===== config.mk =====
export PLATFORM = sky130hd
export DESIGN_NAME = salsa20_stream_ctrl_flat
export DESIGN_NICKNAME = d
export VERILOG_FILES = /design/src/rtl/salsa20_stream_ctrl_if.sv /design/src/rtl/salsa20_stream_ctrl.sv /design/src/flat_wrapper.sv
export SDC_FILE = /design/constraint.sdc
export NUM_CORES = 1
export LEC_CHECK = 0
export ABC_AREA = 1
export CELL_PAD_IN_SITES_DETAIL_PLACEMENT = 1
export CELL_PAD_IN_SITES_GLOBAL_PLACEMENT = 1
export CORE_ASPECT_RATIO = 0.6
export CORE_MARGIN = 8
export CORE_UTILIZATION = 41
export CTS_CLUSTER_SIZE = 10
export DETAILED_ROUTE_END_ITERATION = 10
export PLACE_DENSITY_LB_ADDON = 0.08
export SYNTH_ARGS = -nofsm -noshare
export SYNTH_HDL_FRONTEND = slang
export SYNTH_SLANG_ARGS = --single-unit

===== constraint.sdc =====
create_clock -name clk -period 5.2 [get_ports clk]
set_input_delay 1.04 -clock clk [delete_from_list [all_inputs] [get_ports clk]]
set_output_delay 1.04 -clock clk [all_outputs]
set_load 0.005 [all_outputs]

===== src/rtl/salsa20_stream_ctrl_if.sv =====
// Stream and keystream-core handshake bundle for salsa20_stream_ctrl.
// master = controller side; slave = data source/sink and core side.
interface salsa20_stream_ctrl_if;
  logic        in_valid;
  logic [63:0] in_data;
  logic        in_ready;
  logic        out_valid;
  logic [63:0] out_data;
  logic        out_ready;
  logic        core_next_chunk;
  logic        core_ready;
  logic        core_valid;
  logic [63:0] core_chunk_key;

  modport master (
    input  in_valid, in_data, out_ready,
    input  core_ready, core_valid, core_chunk_key,
    output in_ready, out_valid, out_data,
    output core_next_chunk
  );

  modport slave (
    output in_valid, in_data, out_ready,
    output core_ready, core_valid, core_chunk_key,
    input  in_ready, out_valid, out_data,
    input  core_next_chunk
  );
endinterface


===== src/rtl/salsa20_stream_ctrl.sv =====
// Salsa20 keystream sequencer: buffers 8-word blocks, XORs the data stream.
// Ports: clk/rst, start/abort, cfg_* in, busy/done/blocks_used, core_* out, bus.
module salsa20_stream_ctrl #(
  parameter int LEN_W           = 32,
  parameter int WORDS_PER_BLOCK = 8
) (
  input  logic                 clk,
  input  logic                 rst,
  input  logic                 start,
  input  logic                 abort,
  input  logic [3:0]           cfg_rounds,
  input  logic                 cfg_keylength,
  input  logic [255:0]         cfg_key,
  input  logic [63:0]          cfg_nonce,
  input  logic [LEN_W-1:0]     msg_words,
  salsa20_stream_ctrl_if.master bus,
  output logic                 busy,
  output logic                 done,
  output logic [LEN_W-1:0]     blocks_used,
  output logic                 core_init,
  output logic [3:0]           core_rounds,
  output logic                 core_keylength,
  output logic [255:0]         core_key,
  output logic [63:0]          core_nonce
);

  typedef enum logic [2:0] {
    S_IDLE,
    S_INIT,
    S_FETCH,
    S_STREAM,
    S_FLUSH
  } state_e;

  localparam logic [3:0] LAST = 4'(WORDS_PER_BLOCK - 1);
  localparam logic [3:0] FULL = 4'(WORDS_PER_BLOCK);

  state_e             state_q;
  logic [63:0]        kbuf_q [8];
  logic [3:0]         wr_idx_q;
  logic [3:0]         rd_idx_q;
  logic [LEN_W-1:0]   remain_q;
  logic [LEN_W-1:0]   blocks_q;
  logic               out_valid_q;
  logic [63:0]        out_data_q;
  logic               init_q;
  logic               next_q;
  logic [3:0]         rounds_q;
  logic               keylen_q;
  logic [255:0]       key_q;
  logic [63:0]        nonce_q;
  logic               xfer;
  logic               drain_ok;

  // Output register is free when empty or being emptied this cycle.
  assign drain_ok = !out_valid_q || bus.out_ready;

  // rd_idx == FULL means the block is spent and a refetch is pending.
  assign bus.in_ready = !abort && (state_q == S_STREAM) &&
                        (rd_idx_q != FULL) && drain_ok;
  assign xfer = bus.in_valid && bus.in_ready;

  assign done = !abort && (state_q == S_FLUSH) && drain_ok;
  assign busy = (state_q != S_IDLE);

  assign bus.out_valid       = out_valid_q;
  assign bus.out_data        = out_data_q;
  assign bus.core_next_chunk = next_q;
  assign blocks_used         = blocks_q;
  assign core_init           = init_q;
  assign core_rounds         = rounds_q;
  assign core_keylength      = keylen_q;
  assign core_key            = key_q;
  assign core_nonce          = nonce_q;

  always_ff @(posedge clk or negedge rst) begin
    if (!rst) begin
      state_q     <= S_IDLE;
      for (int i = 0; i < 8; i++) kbuf_q[i] <= '0;
      wr_idx_q    <= '0;
      rd_idx_q    <= '0;
      remain_q    <= '0;
      blocks_q    <= '0;
      out_valid_q <= 1'b0;
      out_data_q  <= '0;
      init_q      <= 1'b0;
      next_q      <= 1'b0;
      rounds_q    <= '0;
      keylen_q    <= 1'b0;
      key_q       <= '0;
      nonce_q     <= '0;
    end else begin
      if (xfer) begin
        out_valid_q <= 1'b1;
        out_data_q  <= bus.in_data ^ kbuf_q[rd_idx_q[2:0]];
      end else if (bus.out_ready) begin
        out_valid_q <= 1'b0;
      end

      if (abort) begin
        state_q     <= S_IDLE;
        out_valid_q <= 1'b0;
        init_q      <= 1'b0;
        next_q      <= 1'b0;
        wr_idx_q    <= '0;
        rd_idx_q    <= '0;
      end else begin
        unique case (state_q)
          S_IDLE: begin
            if (start) begin
              blocks_q <= '0;
              if (msg_words == '0) begin
                state_q <= S_FLUSH;
              end else begin
                rounds_q <= cfg_rounds;
                keylen_q <= cfg_keylength;
                key_q    <= cfg_key;
                nonce_q  <= cfg_nonce;
                remain_q <= msg_words;
                wr_idx_q <= '0;
                init_q   <= 1'b1;
                state_q  <= S_INIT;
              end
            end
          end
          S_INIT: begin
            if (bus.core_ready) state_q <= S_FETCH;
          end
          S_FETCH: begin
            if (bus.core_valid && wr_idx_q != FULL) begin
              kbuf_q[wr_idx_q[2:0]] <= bus.core_chunk_key;
              wr_idx_q <= wr_idx_q + 4'd1;
            end
            if (bus.core_valid && wr_idx_q == LAST) begin
              next_q   <= 1'b0;
              blocks_q <= blocks_q + LEN_W'(1);
              rd_idx_q <= '0;
              state_q  <= S_STREAM;
            end else begin
              next_q <= 1'b1;
            end
          end
          S_STREAM: begin
            if (xfer) begin
              rd_idx_q <= rd_idx_q + 4'd1;
              remain_q <= remain_q - LEN_W'(1);
              if (remain_q == LEN_W'(1)) begin
                state_q <= S_FLUSH;
              end else if (rd_idx_q == LAST) begin
                wr_idx_q <= '0;
              end
            end else if (rd_idx_q == FULL &&
                         bus.core_ready) begin
              state_q <= S_FETCH;
            end
          end
          S_FLUSH: begin
            if (drain_ok) begin
              init_q  <= 1'b0;
              state_q <= S_IDLE;
            end
          end
          default: state_q <= S_IDLE;
        endcase
      end
    end
  end

endmodule


===== src/flat_wrapper.sv =====
// flat-port wrapper written by rule: the top's interface ports become plain ports
module salsa20_stream_ctrl_flat 
#(
  parameter int LEN_W           = 32,
  parameter int WORDS_PER_BLOCK = 8
)
  (clk, rst, start, abort, cfg_rounds, cfg_keylength, cfg_key, cfg_nonce, msg_words, busy, done, blocks_used, core_init, core_rounds, core_keylength, core_key, core_nonce, bus_in_valid, bus_in_data, bus_out_ready, bus_core_ready, bus_core_valid, bus_core_chunk_key, bus_in_ready, bus_out_valid, bus_out_data, bus_core_next_chunk);
  salsa20_stream_ctrl_if bus_i ();
  input  logic clk;
  input  logic rst;
  input  logic start;
  input  logic abort;
  input  logic [3:0] cfg_rounds;
  input  logic cfg_keylength;
  input  logic [255:0] cfg_key;
  input  logic [63:0] cfg_nonce;
  input  logic [LEN_W-1:0] msg_words;
  output logic busy;
  output logic done;
  output logic [LEN_W-1:0] blocks_used;
  output logic core_init;
  output logic [3:0] core_rounds;
  output logic core_keylength;
  output logic [255:0] core_key;
  output logic [63:0] core_nonce;
  input wire logic [$bits(bus_i.in_valid)-1:0] bus_in_valid;
  input wire logic [$bits(bus_i.in_data)-1:0] bus_in_data;
  input wire logic [$bits(bus_i.out_ready)-1:0] bus_out_ready;
  input wire logic [$bits(bus_i.core_ready)-1:0] bus_core_ready;
  input wire logic [$bits(bus_i.core_valid)-1:0] bus_core_valid;
  input wire logic [$bits(bus_i.core_chunk_key)-1:0] bus_core_chunk_key;
  output wire logic [$bits(bus_i.in_ready)-1:0] bus_in_ready;
  output wire logic [$bits(bus_i.out_valid)-1:0] bus_out_valid;
  output wire logic [$bits(bus_i.out_data)-1:0] bus_out_data;
  output wire logic [$bits(bus_i.core_next_chunk)-1:0] bus_core_next_chunk;
  assign bus_i.in_valid = bus_in_valid;
  assign bus_i.in_data = bus_in_data;
  assign bus_i.out_ready = bus_out_ready;
  assign bus_i.core_ready = bus_core_ready;
  assign bus_i.core_valid = bus_core_valid;
  assign bus_i.core_chunk_key = bus_core_chunk_key;
  assign bus_in_ready = bus_i.in_ready;
  assign bus_out_valid = bus_i.out_valid;
  assign bus_out_data = bus_i.out_data;
  assign bus_core_next_chunk = bus_i.core_next_chunk;
  salsa20_stream_ctrl #(.LEN_W(LEN_W), .WORDS_PER_BLOCK(WORDS_PER_BLOCK)) u_core (.clk(clk), .rst(rst), .start(start), .abort(abort), .cfg_rounds(cfg_rounds), .cfg_keylength(cfg_keylength), .cfg_key(cfg_key), .cfg_nonce(cfg_nonce), .msg_words(msg_words), .bus(bus_i), .busy(busy), .done(done), .blocks_used(blocks_used), .core_init(core_init), .core_rounds(core_rounds), .core_keylength(core_keylength), .core_key(core_key), .core_nonce(core_nonce));
endmodule

**Word-level counts from Yosys, hierarchy flattened**

Index checks and enable logic that the tools add are counted.

- Output and inout bits: 427
- Word-level logic and storage cells: 135
- Bits of input ports: 493
- Register bits after elaboration: 979

- Eq/ne operators: 25
- Magnitude comparators: 3
- $add $sub $neg: 4
- Bitwise operators: 5
- Reductions and logical operators: 31
- Multiplexer cells: 46

Operator list:

| cell | count |
|---|---|
| $bwmux W512 | 1 |
| $bmux W64 S3 | 1 |
| $demux W64 S3 | 1 |
| $mux W64 | 3 |
| $mux W32 | 5 |
| $pmux W32 S2 | 2 |
| $xor A64 B64 Y64 | 1 |
| $mux W4 | 10 |
| $add A32 B1 Y32 const B | 1 |
| $eq A32 B1 Y1 const B | 1 |
| $logic_not A32 Y1 | 1 |
| $sub A32 B1 Y32 const B | 1 |
| $mux W3 | 9 |
| $ne A3 B3 Y1 const B | 5 |
| $pmux W3 S5 | 1 |
| $ne A3 B2 Y1 const B | 4 |
| $ne A4 B4 Y1 const B | 3 |
| $pmux W4 S3 | 1 |
| $reduce_and A4 Y1 | 3 |
| $reduce_bool A3 Y1 | 4 |
| $logic_and A1 B1 Y1 | 10 |
| $mux W1 | 10 |
| $add A4 B1 Y4 const B | 2 |
| $eq A4 B3 Y1 const B | 2 |
| other kinds (22) | 32 |

**Logic depth before layout (Yosys ltp)**

Gate-level depths: netlist of the first run.

- Depth after elaboration: 8
- Depth in mapped cells: 14
- Gate-level depth less buffers: 12

**Worst setup path after synthesis of the first run**

Ideal clock, no wire load.

- Path type: input to output
- Start: input abort
- End: output bus_in_ready
- Arrival time: 1.647 ns
- Data required time: 4.160 ns
- Setup slack: 2.513 ns
- Path buffers: 1
- Stages: 4
- Path through: buf_2 nor3_2 inv_2 nor2_1

- Word-level cells in the longest chain between the ends: 4

RTL lines:

| what | RTL line | source |
|---|---|---|
| start, declared | flat_wrapper.sv:12 | `input logic abort;` |
| $logic_not A1 Y1 | salsa20_stream_ctrl.sv:59 | `assign bus.in_ready = !abort && (state_q == S_STREAM) &&` |
| $logic_and A1 B1 Y1 (2 in series) | salsa20_stream_ctrl.sv:59 |  |
| $logic_and A1 B1 Y1 | salsa20_stream_ctrl.sv:60 | `(rd_idx_q != FULL) && drain_ok;` |
| end, declared | flat_wrapper.sv:32 | `output wire logic [$bits(bus_i.in_ready)-1:0] bus_in_ready;` |

No other way between the ends.

**Final worst setup path of the first run**

- Start: register u_core.rd_idx_q[1]
- End: output bus_in_ready

- Word-level cells in the longest chain between the ends: 3

RTL lines:

| what | RTL line | source |
|---|---|---|
| start, declared | salsa20_stream_ctrl.sv:41 | `logic [3:0] rd_idx_q;` |
| start signal, assigned | salsa20_stream_ctrl.sv:145 | `rd_idx_q <= rd_idx_q + 4'd1;` |
| $ne A4 B4 Y1 | salsa20_stream_ctrl.sv:60 |  |
| $logic_and A1 B1 Y1 | salsa20_stream_ctrl.sv:59 |  |
| $logic_and A1 B1 Y1 | salsa20_stream_ctrl.sv:60 |  |

No other way between the ends.

==> flow_metrics.py, run 1 <==
metrics = {
    "run_status": {
        "status": "finished, final reports clean",
    },
    "placement": {
        "pre_cts_slack_ns": 1.19,
        "numPortBuffers": 919,
        "place_hpwl_mm": 115,
        "place_congestion": 0.872,
        "placed_cells": 7429,
    },
    "drt": {
        "dr.first_iter.drc_count": 3075,
        "vias": 39500,
        "dr.pass1.iters": 5,
        "drc": 0,
        "wl_per_cell_um": 21.7,
        "drtAntennaViolNets": 0,
        "drt-vias-per-instance": 5.20,
        "wirelength_mm": 164,
    },
    "critical_path": {
        "crit_fanout": 57,
        "required_ns": 4.16,
        "slowest_delay_ns": 0.85,
        "timing.rr.end": "u_core.bus.out_data[34]",
        "reg2reg_depth": 8,
        "worstSetupEndpoint": "bus_in_ready",
        "cp_slowest_cell": "dfrtp_4",
        "worstSetupStartpointType": "register",
        "cp-startpoint": "u_core.rd_idx_q[1]",
        "crit_cells": 6,
        "cp_top_family": "buffers and inverters",
        "cp.buffers_inverters": 2,
        "critPathKind": "reg2out",
        "rrSetupSlack_ns": 1.87,
        "r2r-start": "u_core.rd_idx_q[1]",
        "crit_chain": "inv_4 > ha_1 > nand3_1 > nand2_1 > nor2_1 > clkdlybuf4s50_1",
        "end_kind": "output port",
        "worst_ep_arrival_time_ns": 3.29,
    },
    "yosys": {
        "ys_types": 34,
        "synth_area_per_cell_um2": 8.14,
        "synth_nets": 5854,
        "seq_area_frac_synth_pct": 56.2,
        "synth_area_um2": 43600,
        "yosysWarnings": 0,
        "ys_seq_elements": 979,
        "synthCells": 5354,
    },
    "clocking": {
        "cts_setup_buffers": 0,
        "cts_max_level": 3,
        "clock_latency_ns": 0.73,
        "ctsHoldBuffers": 0,
        "clock-root-buffer": "clkbuf_16",
        "cts_sinks": 979,
        "cts_max_path_buffers": 3,
        "path_clk_slew_ns": 0.06,
        "cts_tree": "yes",
        "cts_resized": 0,
        "cts_made_buffers": 109,
    },
    "floorplanning": {
        "die_w_um": 437,
        "rows": 92,
        "core_um2": 105000,
        "die_y_um": 269,
        "dieArea_um2": 117000,
        "initial_core_util_pct": 41.4,
        "ios": 920,
    },
    "cells_and_area": {
        "final_common_cell": "nand2_1",
        "final_cell_mix": "1,383 x nand2_1, 976 x dfrtp_1, 968 x o21ai_0",
        "n_fill_cell": 12500,
        "syn2layout_area_growth_pct": 30.9,
        "drive_gt1_share_pct": 3.48,
        "nNetsFinal": 6630,
        "fin_cells": 7585,
        "final_util_pct": 54.3,
    },
    "sta": {
        "finalSetupViolations": 0,
        "skew_ns": 0.0338,
        "setup_tns_ns": 0,
        "hold_ws_ns": 0.325,
        "final-hold-violation-count": 0,
        "rsz0062_at_grt": "false",
        "min_period_ns": 4.33,
        "worst_slew_pin_slew_ns": 1.10,
        "finalCritPeriodShare_pct": 83.2,
        "max_slew_margin_pct": 26.6,
        "slew_viol_final": 0,
        "fin_ws_ns": 0.874,
        "fmax_ghz": 0.231,
    },
    "global_routing": {
        "grt_max_degree": 145,
        "antenna_found_initial": 28,
        "grt_pass1_wl_mm": 251,
        "grt_overflow_total": 0,
        "grt_usage_pct": 27.0,
        "first_global_vias": 40900,
    },
    "power": {
        "power.density_nw_per_um2": 483,
        "switching_power_mw": 9.78,
        "pwr-share-seq_pct": 39.3,
        "internal-power_mw": 17.8,
        "combinationalPowerShare_pct": 35.6,
        "clkPwrFrac_pct": 25.1,
        "p_leak_nw": 26.9,
        "sw_frac_of_total_pct": 35.5,
        "vdd_drop_max_v": 0.000283,
    },
    "worst_hold_path": {
        "hp-class": "in2async",
    },
    "flow_run": {
        "maxCapViolations": 0,
    },
}
==> per-stage QoR <==
step	instance area, um2	power (mW)
after floorplan	43600	14.9
after global placement	54100	20.4
after detailed placement	54100	20.8
after CTS	57000	27.9
after global routing	57000	29.3
final	57100	27.6
==> power by group through the flow <==
stage                     clock network, mW  registers, mW  logic (mW)
after floorplan                           0           10.7        4.23
after global placement                    0           10.8        9.60
after detailed placement                  0           10.9        9.90
after CTS                              7.08           10.8        9.97
after global routing                   7.37           11.1        10.8
final                                  6.91           10.8        9.81
==> how the worst min path moves through the flow <==
stage                              to  slack [ns]
2_1_floorplan      u_core.kbuf_q[137]        0.45
3_3_place_gp       u_core.kbuf_q[164]        0.46
3_5_place_dp   u_core.bus.out_data[0]        0.47
4_1_cts             u_core.kbuf_q[29]        0.34
5_1_grt           u_core.core_key[30]        0.35
6_report          u_core.core_key[31]        0.33
==> Yosys cell counts, drive strengths merged <==
master / instances / area share [%]
a21o: 34 / 0.59
a21oi: 103 / 1.2
a31oi: 3 / 0.043
and2: 2 / 0.029
buf: 106 / 1.1
clkbuf: 209 / 1.8
clkinv: 2 / 0.017
dfrtp: 979 / 56
ha: 7 / 0.20
inv: 527 / 4.5
mux2i: 1 / 0.023
nand2: 1391 / 12
nand3: 266 / 3.1
nand3b: 15 / 0.26
nand4: 18 / 0.26
nor2: 531 / 4.6
nor3: 24 / 0.31
nor3b: 1 / 0.017
nor4: 1 / 0.014
o211ai: 80 / 1.4
o21a: 1 / 0.017
o21ai: 1005 / 12
o21bai: 3 / 0.052
o22ai: 18 / 0.26
or2: 3 / 0.043
xnor2: 18 / 0.36
xor2: 6 / 0.12
==> registers in the layout, summed over array words and instances (netlist names), 4 cells and up <==
register             cells
u_core.wr_idx_q          4
u_core.bus.out_data     64
u_core.rd_idx_q          4
u_core.core_rounds       4
u_core.core_key        256
u_core.kbuf_q          512
u_core.blocks_used      32
u_core.remain_q         32
u_core.core_nonce       64
==> metal layers <==
metal | part of all wire (%) | up-vias | track usage (%)
met2 | 48 | 774 | 43.7
met4 | 2.7 | 2 | 7.94
met5 | 0.0079 | - | 0
met1 | 45 | 19800 | 37.3
met3 | 4.6 | 220 | 4.99
li1 | - | 18700 | -
==> cells by family after synthesis <==
kind of cell	share of synthesized area (%)
compound gates	15.1
xor+xnor	0.482
mux	0.0230
fa+ha+maj	0.201
flops	56.2
buf+inv	7.49
simple gates	20.6
==> final cells by class <==
type	instances	area (um2)	share of cell area, %
Antenna cell	27	67.6	0.118
Timing Repair Buffer	980	9910	17.4
Inverter	529	2000	3.50
Clock inverter	8	106	0.186
Multi-Input combinational cell	3531	15900	27.9
Tap cell	1410	1760	3.09
Sequential cell	979	24500	42.9
Clock buffer	121	2810	4.93
No activity file was read; power rests on OpenSTA's default activity.
==> run 2: changes to the inputs <==
--- a/config.mk
+++ b/config.mk
@@ -10,7 +10,7 @@
 export CELL_PAD_IN_SITES_GLOBAL_PLACEMENT = 1
 export CORE_ASPECT_RATIO = 0.6
 export CORE_MARGIN = 8
-export CORE_UTILIZATION = 41
+export CORE_UTILIZATION = 38
 export CTS_CLUSTER_SIZE = 10
 export DETAILED_ROUTE_END_ITERATION = 10
 export PLACE_DENSITY_LB_ADDON = 0.08
==> constraint.sdc (replaced) <==
create_clock -name clk -period 4 [get_ports clk]
set_input_delay 0.8 -clock clk [delete_from_list [all_inputs] [get_ports clk]]
set_output_delay 0.8 -clock clk [all_outputs]
set_load 0.005 [all_outputs]
==> flow_metrics.py, run 2 (same netlist as run 1, synthesis figures left out) <==
metrics = {
    "placement": {
        "place_congestion": 0.848,
        "place_hpwl_mm": 113,
        "placed_cells": 7568,
        "numPortBuffers": 919,
    },
    "drt": {
        "dr.pass1.iters": 5,
        "drc": 0,
        "vias": 39300,
        "drt-vias-per-instance": 5.09,
        "drtAntennaViolNets": 0,
        "wirelength_mm": 165,
        "wl_per_cell_um": 21.4,
        "dr.first_iter.drc_count": 2788,
    },
    "sta": {
        "finalSetupViolations": 0,
        "setup_tns_ns": 0,
        "min_period_ns": 3.52,
        "finalCritPeriodShare_pct": 87.9,
        "skew_ns": 0.0344,
        "slew_viol_final": 0,
        "rsz0062_at_grt": "false",
        "worst_slew_pin_slew_ns": 1.20,
        "final-hold-violation-count": 0,
        "fmax_ghz": 0.284,
        "max_slew_margin_pct": 20.3,
    },
    "critical_path": {
        "r2r-start": "u_core.rd_idx_q[0]",
        "timing.rr.end": "u_core.bus.out_data[48]",
        "slowest_delay_ns": 0.50,
        "reg2reg_depth": 10,
        "crit_fanout": 56,
        "crit_chain": "inv_6 > ha_1 > nand3_1 > nand2_1 > nor2_1 > clkdlybuf4s50_1",
        "cp_slowest_cell": "dfrtp_4",
        "cp-startpoint": "u_core.rd_idx_q[0]",
        "required_ns": 3.20,
        "worstSetupStartpointType": "register",
        "critPathKind": "reg2out",
        "cp.buffers_inverters": 2,
        "end_kind": "output port",
        "rrSetupSlack_ns": 1.05,
        "worst_ep_arrival_time_ns": 2.72,
        "cp_top_family": "buffers and inverters",
    },
    "cells_and_area": {
        "multi_input_area_um2": 15900,
        "nNetsFinal": 6660,
        "drive_gt1_share_pct": 3.93,
        "regArea_um2": 24500,
        "largest_register": "u_core.kbuf_q",
        "syn2layout_area_growth_pct": 32.0,
        "largest_register_ffs": 512,
        "fin_cells": 7708,
        "final_cell_mix": "1,383 x nand2_1, 976 x dfrtp_1, 968 x o21ai_0",
        "final_common_cell": "nand2_1",
        "n_fill_cell": 13500,
    },
    "floorplanning": {
        "ios": 920,
        "die_y_um": 278,
        "core_um2": 114000,
        "die_w_um": 453,
        "rows": 96,
        "initial_core_util_pct": 38.2,
        "dieArea_um2": 126000,
    },
    "run_status": {
        "status": "finished, final reports clean",
    },
    "power": {
        "vdd_drop_max_v": 0.000468,
        "sw_frac_of_total_pct": 35.1,
        "power.density_nw_per_um2": 623,
        "internal-power_mw": 23.2,
        "combinationalPowerShare_pct": 35.6,
        "pwr-share-seq_pct": 39.2,
        "clkPwrFrac_pct": 25.2,
        "p_leak_nw": 27.1,
        "switching_power_mw": 12.6,
    },
    "clocking": {
        "clock_latency_ns": 0.72,
        "cts_tree": "yes",
        "cts_max_level": 3,
        "cts_sinks": 979,
        "path_clk_slew_ns": 0.06,
        "ctsHoldBuffers": 0,
        "cts_setup_buffers": 0,
        "clock-root-buffer": "clkbuf_16",
        "cts_max_path_buffers": 3,
        "cts_resized": 0,
        "cts_made_buffers": 109,
    },
    "worst_hold_path": {
        "hp-class": "in2async",
    },
    "global_routing": {
        "grt_max_degree": 178,
        "grt_pass1_wl_mm": 255,
        "grt_usage_pct": 25.6,
        "antenna_found_initial": 15,
        "first_global_vias": 40700,
        "grt_overflow_total": 0,
    },
    "flow_run": {
        "maxCapViolations": 0,
    },
}
==> run 2: changes by cell type in the layout (fill, tap and decap cells not counted) <==
cell | previous run | this run
clkinv_2 | 2 | 3
inv_6 | 4 | 3
diode_2 | 27 | 9
clkinv_8 | 1 | 0
inv_16 | 1 | 0
buf_4 | 41 | 61
buf_12 | 20 | 30
clkbuf_1 | 9 | 12
clkbuf_16 | 110 | 112
clkinv_4 | 1 | 0
==> run 2: per-stage QoR <==
step	cell area (um2)	hold WS, ns	utilization (%)	worst slack (ns)	total power [mW]
after CTS	57500	0.0681	50.4	0.391	36.3
after floorplan	43600	0.448	-	1.66	19.4
after global routing	57500	0.0753	50.4	0.337	38.1
after detailed placement	54600	0.463	47.8	0.684	27.0
final	57500	0.0514	50.4	0.483	35.8
after global placement	54600	0.457	47.8	0.710	26.6
==> run 2: layout make-up <==
cell class | instances | share of cell area, %
antenna | 9 | 0.0391
clock buffer | 126 | 5.00
clock inverter | 5 | 0.100
inverter | 529 | 3.47
multi-input combinational | 3531 | 27.7
sequential | 979 | 42.6
tap | 1519 | 3.30
timing repair buffer | 1010 | 17.8
==> run 2: routing by layer <==
metal  routed length [um]  vias to the layer above  GRT usage (%)  share of wire, %
met1                75900                    19700           35.9                46
met2                80300                      673           42.6                49
met5                   13                        -              0            0.0079
li1                     -                    18700              -                 -
met4                 2690                        2           5.06               1.6
met3                 6270                      177           3.64               3.8
==> run 2: worst max-delay path by stage <==
stage | to | slack [ns] | depth (start not counted)
2_1_floorplan | u_core.bus.out_data[51] | 1.66 | 12
3_3_place_gp | done | 0.71 | 5
3_5_place_dp | done | 0.68 | 5
4_1_cts | bus_in_ready | 0.39 | 6
5_1_grt | bus_in_ready | 0.34 | 6
6_report | bus_in_ready | 0.48 | 6
==> run 2: power groups by stage <==
stage	Clock [mW]	Sequential, mW	Combinational (mW)
global route	9.60	14.3	14.1
detailed placement	0	14.1	12.9
floorplan	0	13.9	5.50
finish	9.01	14.0	12.8
global placement	0	14.0	12.6
CTS	9.26	14.0	13.0
